`src/rtl/divmod_pkg.sv`:
```
// Shared definitions for the iterative divider: FSM encoding, iteration count
// and the quotient value reported on divide-by-zero.
package divmod_pkg;

  typedef enum logic [1:0] {
    ST_IDLE = 2'd0,
    ST_CALC = 2'd1,
    ST_FIX  = 2'd2,
    ST_DONE = 2'd3
  } state_e;

  // Widest operand the divide-by-zero constant covers.
  localparam int DBZ_MAX_W = 256;
  localparam logic [DBZ_MAX_W-1:0] DBZ_QUOTIENT = '1;

  function automatic int calc_iter(input int data_w, input int bits_per_cycle);
    return data_w / bits_per_cycle;
  endfunction

endpackage

```
`src/rtl/divmod_step.sv`:
```
// One restoring-division step: shift in a dividend bit, trial-subtract the
// divisor, keep the difference when it does not borrow.
module divmod_step #(
  parameter int DATAWIDTH = 32
) (
  input  logic [DATAWIDTH-1:0] rem_i,
  input  logic                 bit_i,
  input  logic [DATAWIDTH-1:0] div_i,
  output logic [DATAWIDTH-1:0] rem_o,
  output logic                 qbit_o
);

  logic [DATAWIDTH:0] shifted;
  logic [DATAWIDTH:0] diff;

  // The partial remainder stays below the divisor, so the shifted value is
  // under twice the divisor and the top bit of the difference is the borrow.
  assign shifted = {rem_i, bit_i};
  assign diff    = shifted - {1'b0, div_i};
  assign qbit_o  = ~diff[DATAWIDTH];
  assign rem_o   = qbit_o ? diff[DATAWIDTH-1:0] : shifted[DATAWIDTH-1:0];

endmodule

```
`src/rtl/divmod_seq.sv`:
```
// Iterative signed/unsigned divider producing quotient and remainder with
// valid/ready handshakes; DATAWIDTH up to DBZ_MAX_W, BITS_PER_CYCLE in {1,2,4}.
module divmod_seq
  import divmod_pkg::*;
#(
  parameter int DATAWIDTH      = 32,
  parameter int BITS_PER_CYCLE = 1
) (
  input  logic                 clk,
  input  logic                 reset,
  input  logic                 in_valid,
  output logic                 in_ready,
  input  logic                 is_signed,
  input  logic [DATAWIDTH-1:0] n,
  input  logic [DATAWIDTH-1:0] d,
  output logic                 out_valid,
  input  logic                 out_ready,
  output logic [DATAWIDTH-1:0] q,
  output logic [DATAWIDTH-1:0] r,
  output logic                 div_by_zero
);

  localparam int ITER  = calc_iter(DATAWIDTH, BITS_PER_CYCLE);
  localparam int CNT_W = (ITER > 1) ? $clog2(ITER) : 1;
  localparam logic [CNT_W-1:0]     CNT_LAST = CNT_W'(ITER - 1);
  localparam logic [DATAWIDTH-1:0] DBZ_Q    = DBZ_QUOTIENT[DATAWIDTH-1:0];

  function automatic logic [DATAWIDTH-1:0] cond_neg(input logic [DATAWIDTH-1:0] v,
                                                    input logic                 neg);
    return neg ? (~v + DATAWIDTH'(1)) : v;
  endfunction

  state_e               state_q, state_d;
  logic [CNT_W-1:0]     cnt_q, cnt_d;
  logic                 accept;

  // dvd_q shifts the dividend magnitude out of its top and the quotient in
  // at its bottom; after ITER cycles it holds the quotient magnitude.
  logic [DATAWIDTH-1:0] dvd_q, dvd_d;
  logic [DATAWIDTH-1:0] rem_q, rem_d;
  logic [DATAWIDTH-1:0] dvs_q;
  logic [DATAWIDTH-1:0] n_q;
  logic                 neg_r_q;
  logic                 neg_q_q;
  logic                 zero_q;

  logic [DATAWIDTH-1:0] q_q, q_d;
  logic [DATAWIDTH-1:0] r_q, r_d;
  logic                 dbz_q, dbz_d;

  logic                 n_neg;
  logic                 d_neg;

  logic [DATAWIDTH-1:0]                rem_chain [BITS_PER_CYCLE+1];
  logic [BITS_PER_CYCLE-1:0]           qbits;
  logic [DATAWIDTH+BITS_PER_CYCLE-1:0] dvd_shift;

  assign n_neg = is_signed & n[DATAWIDTH-1];
  assign d_neg = is_signed & d[DATAWIDTH-1];

  // Step j consumes dividend bit W-1-j; its quotient bit lands above later ones.
  assign rem_chain[0] = rem_q;

  for (genvar j = 0; j < BITS_PER_CYCLE; j++) begin : g_step
    divmod_step #(
      .DATAWIDTH(DATAWIDTH)
    ) u_step (
      .rem_i (rem_chain[j]),
      .bit_i (dvd_q[DATAWIDTH-1-j]),
      .div_i (dvs_q),
      .rem_o (rem_chain[j+1]),
      .qbit_o(qbits[BITS_PER_CYCLE-1-j])
    );
  end

  assign dvd_shift = {dvd_q, qbits};

  always_comb begin
    state_d   = state_q;
    cnt_d     = cnt_q;
    in_ready  = 1'b0;
    out_valid = 1'b0;
    case (state_q)
      ST_IDLE: begin
        in_ready = 1'b1;
        if (in_valid) begin
          state_d = ST_CALC;
          cnt_d   = '0;
        end
      end
      ST_CALC: begin
        cnt_d = cnt_q + CNT_W'(1);
        if (cnt_q == CNT_LAST) begin
          state_d = ST_FIX;
        end
      end
      ST_FIX: begin
        state_d = ST_DONE;
      end
      ST_DONE: begin
        out_valid = 1'b1;
        in_ready  = out_ready;
        if (out_ready) begin
          state_d = in_valid ? ST_CALC : ST_IDLE;
          cnt_d   = '0;
        end
      end
      default: begin
        state_d = ST_IDLE;
      end
    endcase
  end

  assign accept = in_valid & in_ready;

  always_ff @(posedge clk or posedge reset) begin
    if (reset) begin
      state_q <= ST_IDLE;
      cnt_q   <= '0;
    end else begin
      state_q <= state_d;
      cnt_q   <= cnt_d;
    end
  end

  always_comb begin
    dvd_d = dvd_q;
    rem_d = rem_q;
    if (accept) begin
      dvd_d = cond_neg(n, n_neg);
      rem_d = '0;
    end else if (state_q == ST_CALC) begin
      dvd_d = dvd_shift[DATAWIDTH-1:0];
      rem_d = rem_chain[BITS_PER_CYCLE];
    end
  end

  // Operand state is meaningless outside an operation, so it carries no reset.
  always_ff @(posedge clk) begin
    dvd_q <= dvd_d;
    rem_q <= rem_d;
    if (accept) begin
      dvs_q   <= cond_neg(d, d_neg);
      n_q     <= n;
      neg_r_q <= n_neg;
      neg_q_q <= n_neg ^ d_neg;
      zero_q  <= (d == '0);
    end
  end

  always_comb begin
    q_d   = q_q;
    r_d   = r_q;
    dbz_d = dbz_q;
    if (state_q == ST_FIX) begin
      if (zero_q) begin
        q_d   = DBZ_Q;
        r_d   = n_q;
        dbz_d = 1'b1;
      end else begin
        q_d   = cond_neg(dvd_q, neg_q_q);
        r_d   = cond_neg(rem_q, neg_r_q);
        dbz_d = 1'b0;
      end
    end else if (state_q == ST_DONE && out_ready && !in_valid) begin
      q_d   = '0;
      r_d   = '0;
      dbz_d = 1'b0;
    end
  end

  always_ff @(posedge clk or posedge reset) begin
    if (reset) begin
      q_q   <= '0;
      r_q   <= '0;
      dbz_q <= 1'b0;
    end else begin
      q_q   <= q_d;
      r_q   <= r_d;
      dbz_q <= dbz_d;
    end
  end

  assign q           = q_q;
  assign r           = r_q;
  assign div_by_zero = dbz_q;

endmodule
```
`config.mk`:
```
export PLATFORM = sky130hd
export DESIGN_NAME = divmod_seq
export DESIGN_NICKNAME = d
export VERILOG_FILES = /design/src/rtl/divmod_pkg.sv /design/src/rtl/divmod_step.sv /design/src/rtl/divmod_seq.sv
export SDC_FILE = /design/constraint.sdc
export NUM_CORES = 1
export LEC_CHECK = 0
export BUFFER_PORTS_ARGS = -buffer_cell sky130_fd_sc_hd__buf_4
export CAP_MARGIN = 25
export CORE_MARGIN = 10
export CORE_UTILIZATION = 60
export CTS_BUF_LIST = sky130_fd_sc_hd__clkbuf_8
export CTS_CLUSTER_SIZE = 28
export DETAILED_ROUTE_END_ITERATION = 16
export GPL_TIMING_DRIVEN = 0
export HOLD_SLACK_MARGIN = 0.1
export PLACE_DENSITY = 0.81
export SKIP_LAST_GASP = 1
export SLEW_MARGIN = 5
export SYNTH_ARGS = -nofsm -noshare
export SYNTH_HDL_FRONTEND = slang
export SYNTH_HIERARCHICAL = 1
export SYNTH_SLANG_ARGS = --single-unit
```
`constraint.sdc`:
```
create_clock -name clk -period 4.3 [get_ports clk]
set_input_delay 0.215 -clock clk [delete_from_list [all_inputs] [get_ports clk]]
set_output_delay 0.215 -clock clk [all_outputs]
set_load 0.01 [all_outputs]
```
==> results.py, run 1 <==
metrics = {
    "global_route": {
        "grt_pass1_wl_mm": 64.12,
        "grt_max_degree": 46,
        "antenna_found_initial": 0,
        "grt_pass1_vias": 11640,
        "grt_overflow_total": 0,
        "grtUsageTotal_pct": 28.16,
    },
    "synthesis": {
        "synthArstFlopShare_pct": 35.47,
        "synth-edff-count": 99,
        "netlist_top_cells_count": "nand2_1 (116), o21ai_0 (112), nor2_1 (105)",
        "synth-seq-cells": 203,
        "synth_cell_types": 96,
        "synthTopCellsByArea": "edfxtp_1 (23%), dfrtp_1 (14%), dfxtp_1 (4.9%)",
        "yosysTopAreaCellShare_pct": 22.77,
        "yosysMostFrequentCell": "nand2_1",
        "synth_largest_area_cell": "edfxtp_1",
        "synthesis.area_mm2": 0.01306,
        "avgSynthCellArea_um2": 9.420,
        "syn_inst": 1386,
        "ys_warn_count": 6,
        "synth_nets": 1498,
        "synth_seq_area_share_pct": 41.48,
        "ys.flop_type": "edfxtp_1",
    },
    "final_layout": {
        "num_antenna_cells": 0,
        "drive_gt1_share_pct": 16.00,
        "multi_input_area_mm2": 0.006973,
        "fill_cells": 1581,
        "area_growth_pct": 21.71,
        "nets": 1748,
        "final-seq-area_mm2": 0.005415,
    },
    "detailed_routing": {
        "totalWireLength_mm": 41.46,
        "via_per_inst": 6.291,
        "ant_nets": 0,
        "drc_errors": 0,
        "vias": 12190,
        "drt-initial-drc-count": 1535,
        "wl_per_cell_um": 21.39,
        "drt_first_pass_iters": 6,
    },
    "setup_path": {
        "startpoint_type": "flip-flop",
        "rrSetupSlack_ns": 0.09,
        "critPathArrivalTime_ns": 4.60,
        "criticalPathCategory": "flip-flop to flip-flop",
        "rr_worst_depth": 18,
        "crit_top_cell": "buf_12",
        "crit_buf_inv": 5,
        "crit_fanout": 10,
        "slowest_delay_ns": 0.48,
        "crit_path_cell_trace": "inv_1 -> ha_1 -> fa_1 -> and2b_1 -> o2111ai_2 -> a21oi_2 -> o2111ai_1 -> a211oi_2 -> nor2_4 -> mux2i_4 -> buf_12 -> and2_4 -> buf_12 -> inv_8 -> buf_12 -> mux2_4 -> mux2i_1 -> nor2_1",
        "r2r-start": "dvd_q[31]",
        "worst_setup_path_end_kind": "flip-flop",
        "required_ns": 4.69,
        "cpLargestDelayFamily": "compound AO/OA/AOI/OAI gates",
        "critical-path-slowest-cell": "edfxtp_1",
        "r2r-end": "rem_q[30]",
    },
    "place": {
        "routabilityCongestion": 0.9690,
        "port_buffers": 135,
        "place_hpwl_mm": 30.40,
    },
    "sta": {
        "setup_violations": 0,
        "fin_crit_sh_pct": 97.88,
        "tightestPinTransition_ns": 0.9182,
        "relSlewSlack_pct": 38.79,
        "clock-skew-final_ns": 0.02545,
        "max_freq_mhz": 237.6,
        "rsz0062_at_grt": "no",
        "timing_hold_violations_final": 0,
        "maxSlewViolCount": 0,
        "fin_hold_ws_ns": 0.1637,
        "fin_setup_tns_ns": 0,
        "fin_crit_ns": 4.209,
    },
    "hold_path": {
        "worst_hold_startpoint": "d[31]",
        "holdPathEnd": "dvs_q[31]",
        "hp-class": "input pin to flip-flop",
        "whs_path_depth": 2,
    },
    "power_and_ir_drop": {
        "power_density_mw_per_mm2": 789.5,
        "seq_power_share_pct": 30.9,
        "leakage_uw": 0.006684,
        "peakVddDrop_v": 0.0006994,
        "clkPwrFrac_pct": 13.7,
        "switching_power_uw": 5546,
        "p_comb_share_pct": 55.4,
        "intPower_uw": 7000,
        "sw_frac_of_total_pct": 44.21,
    },
    "clocking": {
        "htree_levels": 2,
        "clock_path_buffers": 3,
        "cts_tree": "done",
        "cts.sinks": 203,
        "root_buffer": "clkbuf_8",
        "cts_resized": 0,
        "clk_pin_slew_worst_paths_ns": 0.06,
        "worstSkewPairLatency_ns": 0.53,
        "cts_buffers": 37,
    },
    "status": {
        "status": "complete, no violations",
    },
    "die": {
        "dieHeight_um": 167.5,
        "num_rows": 53,
        "die_w_um": 167.5,
        "core_area_mm2": 0.02122,
        "start_util_pct": 61.53,
        "design.die.area_mm2": 0.02806,
        "ios": 136,
    },
    "job": {
        "cap_viol_max_count": 0,
    },
}
==> state kept, by name (all words and copies together), names as in the netlist <==
name / flops
neg_r_q: 1
neg_q_q: 1
rem_q: 32
r: 32
zero_q: 1
cnt_q: 5
div_by_zero: 1
n_q: 32
dvs_q: 32
dvd_q: 32
q: 32
state_q: 2
==> cell type report <==
cell class	instances	area share [%]
plain buffers	81	2.559
clock buffers	40	3.465
clock inverters	26	0.7480
inverters	68	1.669
multi-input cells	1034	43.88
flip-flops and latches	203	34.08
well taps	275	2.165
repair buffers	211	11.43
==> metal layers <==
layer,GRT usage [%],wire (µm)
met5,0,0
met4,8.970,1268
met1,38.88,17540
met3,7.163,4610
met2,42.39,18050
==> how the worst max path moves through the flow <==
stage | start | end | slack, ns | cells past startpoint
finish | dvd_q[31] | rem_q[30] | 0.09 | 18
global route | dvd_q[31] | rem_q[30] | 0.03 | 18
CTS | dvd_q[31] | rem_q[21] | 0.004 | 17
detailed placement | dvd_q[31] | rem_q[25] | 0.04 | 17
global placement | state_q[0] | dvs_q[30] | -0.94 | 7
floorplan | state_q[0] | dvs_q[0] | 0.33 | 7
==> repair_timing <==
item,CTS,global route
buffers inserted,0,3
hold buffers,69,0
endpoints found under the hold margin,145,0
setup endpoints to repair,0,19
==> layout by cell type (no fill, tap or decap), types with 32 or more instances in the layout <==
cell type      netlist  final
nand2_1            116    116
clkbuf_8             0     40
dfrtp_1             72     72
buf_4                3    140
edfxtp_1            99     99
inv_1               66     73
ha_1                42     42
dlygate4sd3_1        0     69
xnor2_1             70     70
mux2i_1             49     49
clkbuf_1            56     56
a31oi_1             32     32
xor2_1              50     50
a21oi_1             77     77
nor3_1              36     36
dfxtp_1             32     32
nor2_1             105    105
o21ai_0            112    112
==> per-stage QoR <==
| step | area (µm²) | worst slack, ns | utilization (%) | std cells | total power (µW) |
|---|---|---|---|---|---|
| floorplan | 13060 | 0.3336 | - | 1386 | 8428 |
| global placement | 14410 | -0.9355 | 67.92 | 1796 | 10390 |
| detailed placement | 14500 | 0.04157 | 68.31 | 1800 | 10580 |
| CTS | 15860 | 0.004476 | 74.72 | 1935 | 12370 |
| global route | 15890 | 0.03252 | 74.88 | 1938 | 13340 |
| finish | 15890 | 0.09132 | 74.88 | 1938 | 12550 |
==> kinds of logic after synthesis <==
| kind of cell | after synthesis | share of synthesized area (%) |
|---|---|---|
| adders and majority gates | 43 | 4.178 |
| AOI/OAI and AO/OA | 369 | 18.05 |
| muxes | 76 | 6.718 |
| buffers and inverters | 149 | 5.117 |
| DFF | 203 | 41.48 |
| and+or+nand+nor | 426 | 16.42 |
| xor gates and xnor gates | 120 | 8.050 |
==> power by group through the flow <==
stage / logic, µW / clock network (µW) / registers, µW
2_1_floorplan: 4720 / 0 / 3710
3_3_place_gp: 6510 / 0 / 3880
3_5_place_dp: 6700 / 0 / 3870
4_1_cts: 6800 / 1730 / 3840
5_1_grt: 7580 / 1820 / 3950
6_report: 6950 / 1720 / 3880
No activity file was read; power rests on OpenSTA's default activity.
==> run 2: changes to the inputs <==
--- a/config.mk
+++ b/config.mk
@@ -7,6 +7,7 @@
 export LEC_CHECK = 0
 export BUFFER_PORTS_ARGS = -buffer_cell sky130_fd_sc_hd__buf_4
 export CAP_MARGIN = 25
+export CORE_ASPECT_RATIO = 2
 export CORE_MARGIN = 10
 export CORE_UTILIZATION = 60
 export CTS_BUF_LIST = sky130_fd_sc_hd__clkbuf_8
==> run 2 against run 1 <==
Clock-buffer cell count down 8. Final cell count down 0.26%. Maximum frequency up 0.47%. Global-route usage about the same. Clock skew down 0.010 ns. Critical endpoint is now rem_q[16].
==> results.py, run 2 (synthesis gave the netlist of run 1 again) <==
metrics = {
    "setup_path": {
        "startpoint_type": "flip-flop",
        "criticalPathCategory": "flip-flop to flip-flop",
        "required_ns": 4.77,
        "r2r-end": "rem_q[16]",
        "critPathArrivalTime_ns": 4.66,
        "rr_worst_depth": 17,
        "rrSetupSlack_ns": 0.11,
        "slowest_delay_ns": 0.55,
        "worst_setup_path_end_kind": "flip-flop",
        "crit_path_cell_trace": "inv_1 -> ha_1 -> fa_1 -> and2b_1 -> o2111ai_2 -> a21oi_2 -> o2111ai_2 -> a211oi_2 -> nor2_4 -> mux2i_4 -> and2_4 -> buf_12 -> inv_8 -> buf_12 -> mux2_4 -> mux2i_1 -> nor2_1",
        "critical-path-slowest-cell": "edfxtp_1",
        "cp-startpoint": "dvd_q[31]",
        "crit_fanout": 10,
        "r2r-start": "dvd_q[31]",
    },
    "die": {
        "dieHeight_um": 228.6,
        "ios": 136,
        "die_w_um": 124.3,
        "num_rows": 76,
        "design.die.area_mm2": 0.02842,
        "core_area_mm2": 0.02149,
        "start_util_pct": 60.75,
    },
    "final_layout": {
        "design_area_mm2": 0.01589,
        "layout_common_cells": "buf_4 (140), nand2_1 (116), o21ai_0 (112)",
        "layout.cells.most_common": "buf_4",
        "multi_input_area_mm2": 0.006979,
        "fill_cells": 1583,
        "area_growth_pct": 21.67,
        "drive_gt1_share_pct": 15.61,
        "final-seq-area_mm2": 0.005415,
        "nets": 1748,
    },
    "sta": {
        "timing_hold_violations_final": 0,
        "fin_hold_ws_ns": 0.1295,
        "fin_setup_tns_ns": 0,
        "fin_crit_ns": 4.189,
        "relSlewSlack_pct": 37.67,
        "maxSlewViolCount": 0,
        "clock-skew-final_ns": 0.01502,
        "max_freq_mhz": 238.7,
        "fin_crit_sh_pct": 97.42,
        "setup_violations": 0,
        "tightestPinTransition_ns": 0.9349,
    },
    "clocking": {
        "clock_path_buffers": 3,
        "htree_levels": 1,
        "worstSkewPairLatency_ns": 0.60,
        "cts_tree": "done",
        "clk_pin_slew_worst_paths_ns": 0.08,
        "cts_buffers": 29,
        "cts.sinks": 203,
        "root_buffer": "clkbuf_8",
    },
    "global_route": {
        "grt_pass1_wl_mm": 65.00,
        "antenna_found_initial": 1,
        "grt_max_degree": 53,
        "grtUsageTotal_pct": 28.12,
        "grt_pass1_vias": 12490,
        "grt_overflow_total": 0,
    },
    "detailed_routing": {
        "totalWireLength_mm": 41.68,
        "vias": 12030,
        "ant_nets": 0,
        "via_per_inst": 6.225,
        "drc_errors": 0,
        "drt-initial-drc-count": 1179,
        "drt_first_pass_iters": 6,
        "wl_per_cell_um": 21.56,
    },
    "power_and_ir_drop": {
        "peakVddDrop_v": 0.0004024,
        "leakage_uw": 0.006665,
        "power_density_mw_per_mm2": 774.6,
        "power_uw": 12310,
    },
    "status": {
        "status": "complete, no violations",
    },
    "place": {
        "placed_area_mm2": 0.01448,
        "port_buffers": 135,
        "routabilityCongestion": 0.9962,
        "place_hpwl_mm": 31.10,
    },
    "job": {
        "cap_viol_max_count": 0,
    },
    "hold_path": {
        "hp-class": "input pin to asynchronous set/reset pin",
    },
}
==> run 2: changes by cell type in the layout (fill, tap and decap cells not counted), sizes merged <==
cell	change
dlygate4sd3	+9
diode	+1
bufinv	+2
clkinv	-2
clkinvlp	-1
buf	-1
clkdlybuf4s18	-1
clkbuf	-7
inv	-3
==> run 2: power by group <==
group / internal (µW) / total (µW) / switching (µW)
Combinational: 3110 / 6880 / 3760
Sequential: 3010 / 3820 / 819
Clock: 809 / 1600 / 795
==> run 2: per-layer routing <==
| layer | up-vias | GRT usage (%) | part of all wire, % |
|---|---|---|---|
| met5 | - | 0 | 0 |
| li1 | 5589 | - | - |
| met1 | 5672 | 24.95 | 31 |
| met2 | 583 | 54.32 | 55 |
| met3 | 188 | 3.623 | 5.9 |
| met4 | 0 | 22.57 | 8.3 |
==> run 2: metrics by stage <==
step,setup slack [ns],utilization (%),instances
after floorplan,0.3336,-,1386
after global placement,-1.008,67.06,1794
after detailed placement,-0.04063,67.39,1797
after CTS,0.07567,73.82,1930
after global routing,-0.001697,73.92,1933
final,0.1111,73.92,1933
==> run 2: timing repair <==
item | CTS | global route
hold buffers | 78 | 0
buffers inserted | 1 | 1
gates resized for setup | 0 | 1
hold endpoints to repair | 171 | 0
endpoints found under the setup margin | 19 | 19
pin swaps | 0 | 1
==> run 2: layout make-up <==
class                      instances  share of cell area [%]
inverter                          68                   1.670
sequential                       203                   34.09
antenna                            1                 0.01575
buffer                            81                   2.560
multi-input combinational       1034                   43.94
tap                              273                   2.150
clock buffer                      32                   2.773
timing repair buffer             219                   11.85
clock inverter                    22                  0.9609
==> run 2: worst max path at each step <==
stage / cells past startpoint / to
3_3_place_gp: 7 / n_q[24]
6_report: 17 / rem_q[16]
4_1_cts: 17 / rem_q[16]
2_1_floorplan: 7 / dvs_q[0]
5_1_grt: 17 / rem_q[21]
3_5_place_dp: 17 / rem_q[21]
==> run 2: worst max-delay path: cells and delay by family, from the launching register on <==
kind | cells | cell delay [ns]
simple gates | 4 | 0.65
fa+ha+maj | 2 | 0.64
buf+inv | 4 | 0.42
flops | 1 | 0.55
mux | 3 | 0.79
compound gates | 4 | 0.98
==> run 3: changes to the inputs <==
--- a/config.mk
+++ b/config.mk
@@ -5,7 +5,6 @@
 export SDC_FILE = /design/constraint.sdc
 export NUM_CORES = 1
 export LEC_CHECK = 0
-export BUFFER_PORTS_ARGS = -buffer_cell sky130_fd_sc_hd__buf_4
 export CAP_MARGIN = 25
 export CORE_ASPECT_RATIO = 2
 export CORE_MARGIN = 10
@@ -13,12 +12,14 @@
 export CTS_BUF_LIST = sky130_fd_sc_hd__clkbuf_8
 export CTS_CLUSTER_SIZE = 28
 export DETAILED_ROUTE_END_ITERATION = 16
+export DONT_BUFFER_PORTS = 1
 export GPL_TIMING_DRIVEN = 0
 export HOLD_SLACK_MARGIN = 0.1
-export PLACE_DENSITY = 0.81
+export PLACE_DENSITY = 0.76
 export SKIP_LAST_GASP = 1
 export SLEW_MARGIN = 5
 export SYNTH_ARGS = -nofsm -noshare
 export SYNTH_HDL_FRONTEND = slang
 export SYNTH_HIERARCHICAL = 1
 export SYNTH_SLANG_ARGS = --single-unit
+export TNS_END_PERCENT = 1
==> constraint.sdc (replaced) <==
create_clock -name clk -period 4.3 [get_ports clk]
set_input_delay 0 -clock clk [delete_from_list [all_inputs] [get_ports clk]]
set_output_delay 0 -clock clk [all_outputs]
set_load 0.01 [all_outputs]
==> run 3 against run 2 <==
Combinational power decreased by 9.4%. Clock power is 4% lower. First-iteration DRC count is 12% lower. Via count is 3.2% lower. Global-route usage grew 0.13 points. Sequential share of layout area up 1.9 points. Sequential cell count did not move. Maximum frequency up 0.71%. Non-clock buffer count down 117.
==> results.py, run 3 (synthesis gave the netlist of run 1 again) <==
metrics = {
    "final_layout": {
        "layout_common_cells": "nand2_1 (116), o21ai_0 (112), nor2_1 (105)",
        "nets": 1631,
        "area_growth_pct": 15.24,
        "fin_util_pct": 70.01,
        "drive_gt1_share_pct": 7.588,
        "layout.cells.most_common": "nand2_1",
    },
    "die": {
        "design.die.area_mm2": 0.02842,
        "core_area_mm2": 0.02149,
        "start_util_pct": 60.75,
        "dieHeight_um": 228.6,
        "ios": 136,
        "die_w_um": 124.3,
        "num_rows": 76,
    },
    "sta": {
        "timing_hold_violations_final": 0,
        "relSlewSlack_pct": 22.77,
        "clock-skew-final_ns": 0.01814,
        "rsz0062_at_grt": "no",
        "fin_setup_tns_ns": 0,
        "tightestPinTransition_ns": 1.148,
        "fin_crit_sh_pct": 96.73,
        "fin_crit_ns": 4.159,
        "setup_violations": 0,
        "max_freq_mhz": 240.4,
        "maxSlewViolCount": 0,
    },
    "global_route": {
        "grt_pass1_wl_mm": 64.45,
        "grt_max_degree": 49,
        "gr-usage-met1_pct": 25.40,
        "antenna_found_initial": 2,
        "grt_overflow_total": 0,
        "grtUsageTotal_pct": 28.26,
        "grt_pass1_vias": 11630,
        "met3_usage_pct": 5.039,
        "top_usage_layer": "met2",
        "use_met2_pct": 52.51,
    },
    "power_and_ir_drop": {
        "power_density_mw_per_mm2": 784.1,
        "clkPwrFrac_pct": 13.1,
        "leakage_uw": 0.006119,
        "switching_power_uw": 5265,
        "intPower_uw": 6531,
        "peakVddDrop_v": 0.0004265,
        "seq_power_share_pct": 34.1,
        "sw_frac_of_total_pct": 44.63,
        "p_comb_share_pct": 52.8,
    },
    "setup_path": {
        "crit_fanout": 10,
        "critPathArrivalTime_ns": 4.64,
        "criticalPathCategory": "flip-flop to flip-flop",
        "startpoint_type": "flip-flop",
        "worst_setup_path_end_kind": "flip-flop",
        "required_ns": 4.78,
    },
    "detailed_routing": {
        "totalWireLength_mm": 42.30,
        "ant_nets": 0,
        "drt_first_pass_iters": 8,
        "via_per_inst": 6.408,
        "drt-initial-drc-count": 1032,
        "vias": 11650,
        "wl_per_cell_um": 23.27,
        "drc_errors": 0,
    },
    "place": {
        "routabilityCongestion": 0.9885,
        "place_hpwl_mm": 31.20,
        "port_buffers": 0,
    },
    "clocking": {
        "cts_resized": 0,
        "clk_pin_slew_worst_paths_ns": 0.08,
        "cts.sinks": 203,
        "cts_tree": "done",
        "worstSkewPairLatency_ns": 0.59,
        "clock_path_buffers": 3,
        "htree_levels": 1,
        "cts_buffers": 29,
        "root_buffer": "clkbuf_8",
    },
    "hold_path": {
        "hp-class": "input pin to flip-flop",
    },
    "status": {
        "status": "complete, no violations",
    },
    "job": {
        "cap_viol_max_count": 0,
    },
}
run 3: power groups by stage:
stage / Combinational [µW] / Sequential (µW) / Clock, µW
2_1_floorplan: 4720 / 3710 / 0
3_3_place_gp: 5800 / 4040 / 0
3_5_place_dp: 5970 / 4050 / 0
4_1_cts: 6150 / 4010 / 1540
5_1_grt: 6780 / 4120 / 1640
6_report: 6230 / 4020 / 1540
run 3: per-layer routing:
metal	wire length (µm)	vias up	share of wire, %
li1	-	5358	-
met1	12920	5455	31
met2	22330	622	53
met3	3107	214	7.3
met4	3943	0	9.3
met5	0	-	0
run 3: path summary, 6_finish.rpt:
check	startpoint	endpoint	slack (ns)	cells after the start
max	dvd_q[31]	rem_q[25]	0.14	17
min	d[2]	dvs_q[11]	0.15	4
max reg2reg	dvd_q[31]	rem_q[25]	0.14	17
min reg2reg	n_q[22]	r[22]	0.48	2
max in group asynchronous	reset	r[10]	3.54	4
min in group asynchronous	reset	q[19]	0.49	4
run 3: repair_timing:
| item | CTS | global route |
|---|---|---|
| hold endpoints to repair | 178 | 0 |
| hold buffers | 97 | 0 |
| setup endpoints to repair | 1 | 0 |
| buffers inserted | 1 | 0 |
run 3: metrics by stage:
step	hold WS, ns	instances	worst slack, ns	area, µm²	total power (µW)
final	0.1477	1818	0.1406	15050	11800
after global routing	0.1270	1818	0.01743	15050	12540
after CTS	0.1133	1814	0.1519	15030	11700
after floorplan	0.09887	1386	0.3336	13060	8428
after detailed placement	-0.1091	1662	0.01425	13470	10020
after global placement	0.09913	1659	-1.285	13400	9835
run 3: cell type report:
cell class | instances | area, µm²
Antenna cell | 3 | 7.507
Buffer | 81 | 406.6
Clock buffer | 34 | 467.9
Clock inverter | 20 | 107.6
Fill cell | 1687 | 6445
Inverter | 68 | 265.3
Multi-Input combinational cell | 1034 | 6973
Sequential cell | 203 | 5415
Tap cell | 273 | 341.6
Timing Repair Buffer | 102 | 1061
run 3: worst max-delay path, cell delays in order (launching register included):
cell and delay (ns):
edfxtp_1 0.54, inv_1 0.08, ha_1 0.23, fa_1 0.39, and2b_1 0.24, o2111ai_2 0.13
a21oi_2 0.23, o2111ai_1 0.30, a211oi_2 0.37, nor2_4 0.11, mux2i_4 0.33, and2_4 0.23
buf_12 0.14, inv_8 0.05, buf_12 0.14, mux2_4 0.30, mux2i_1 0.15, nor2_1 0.05
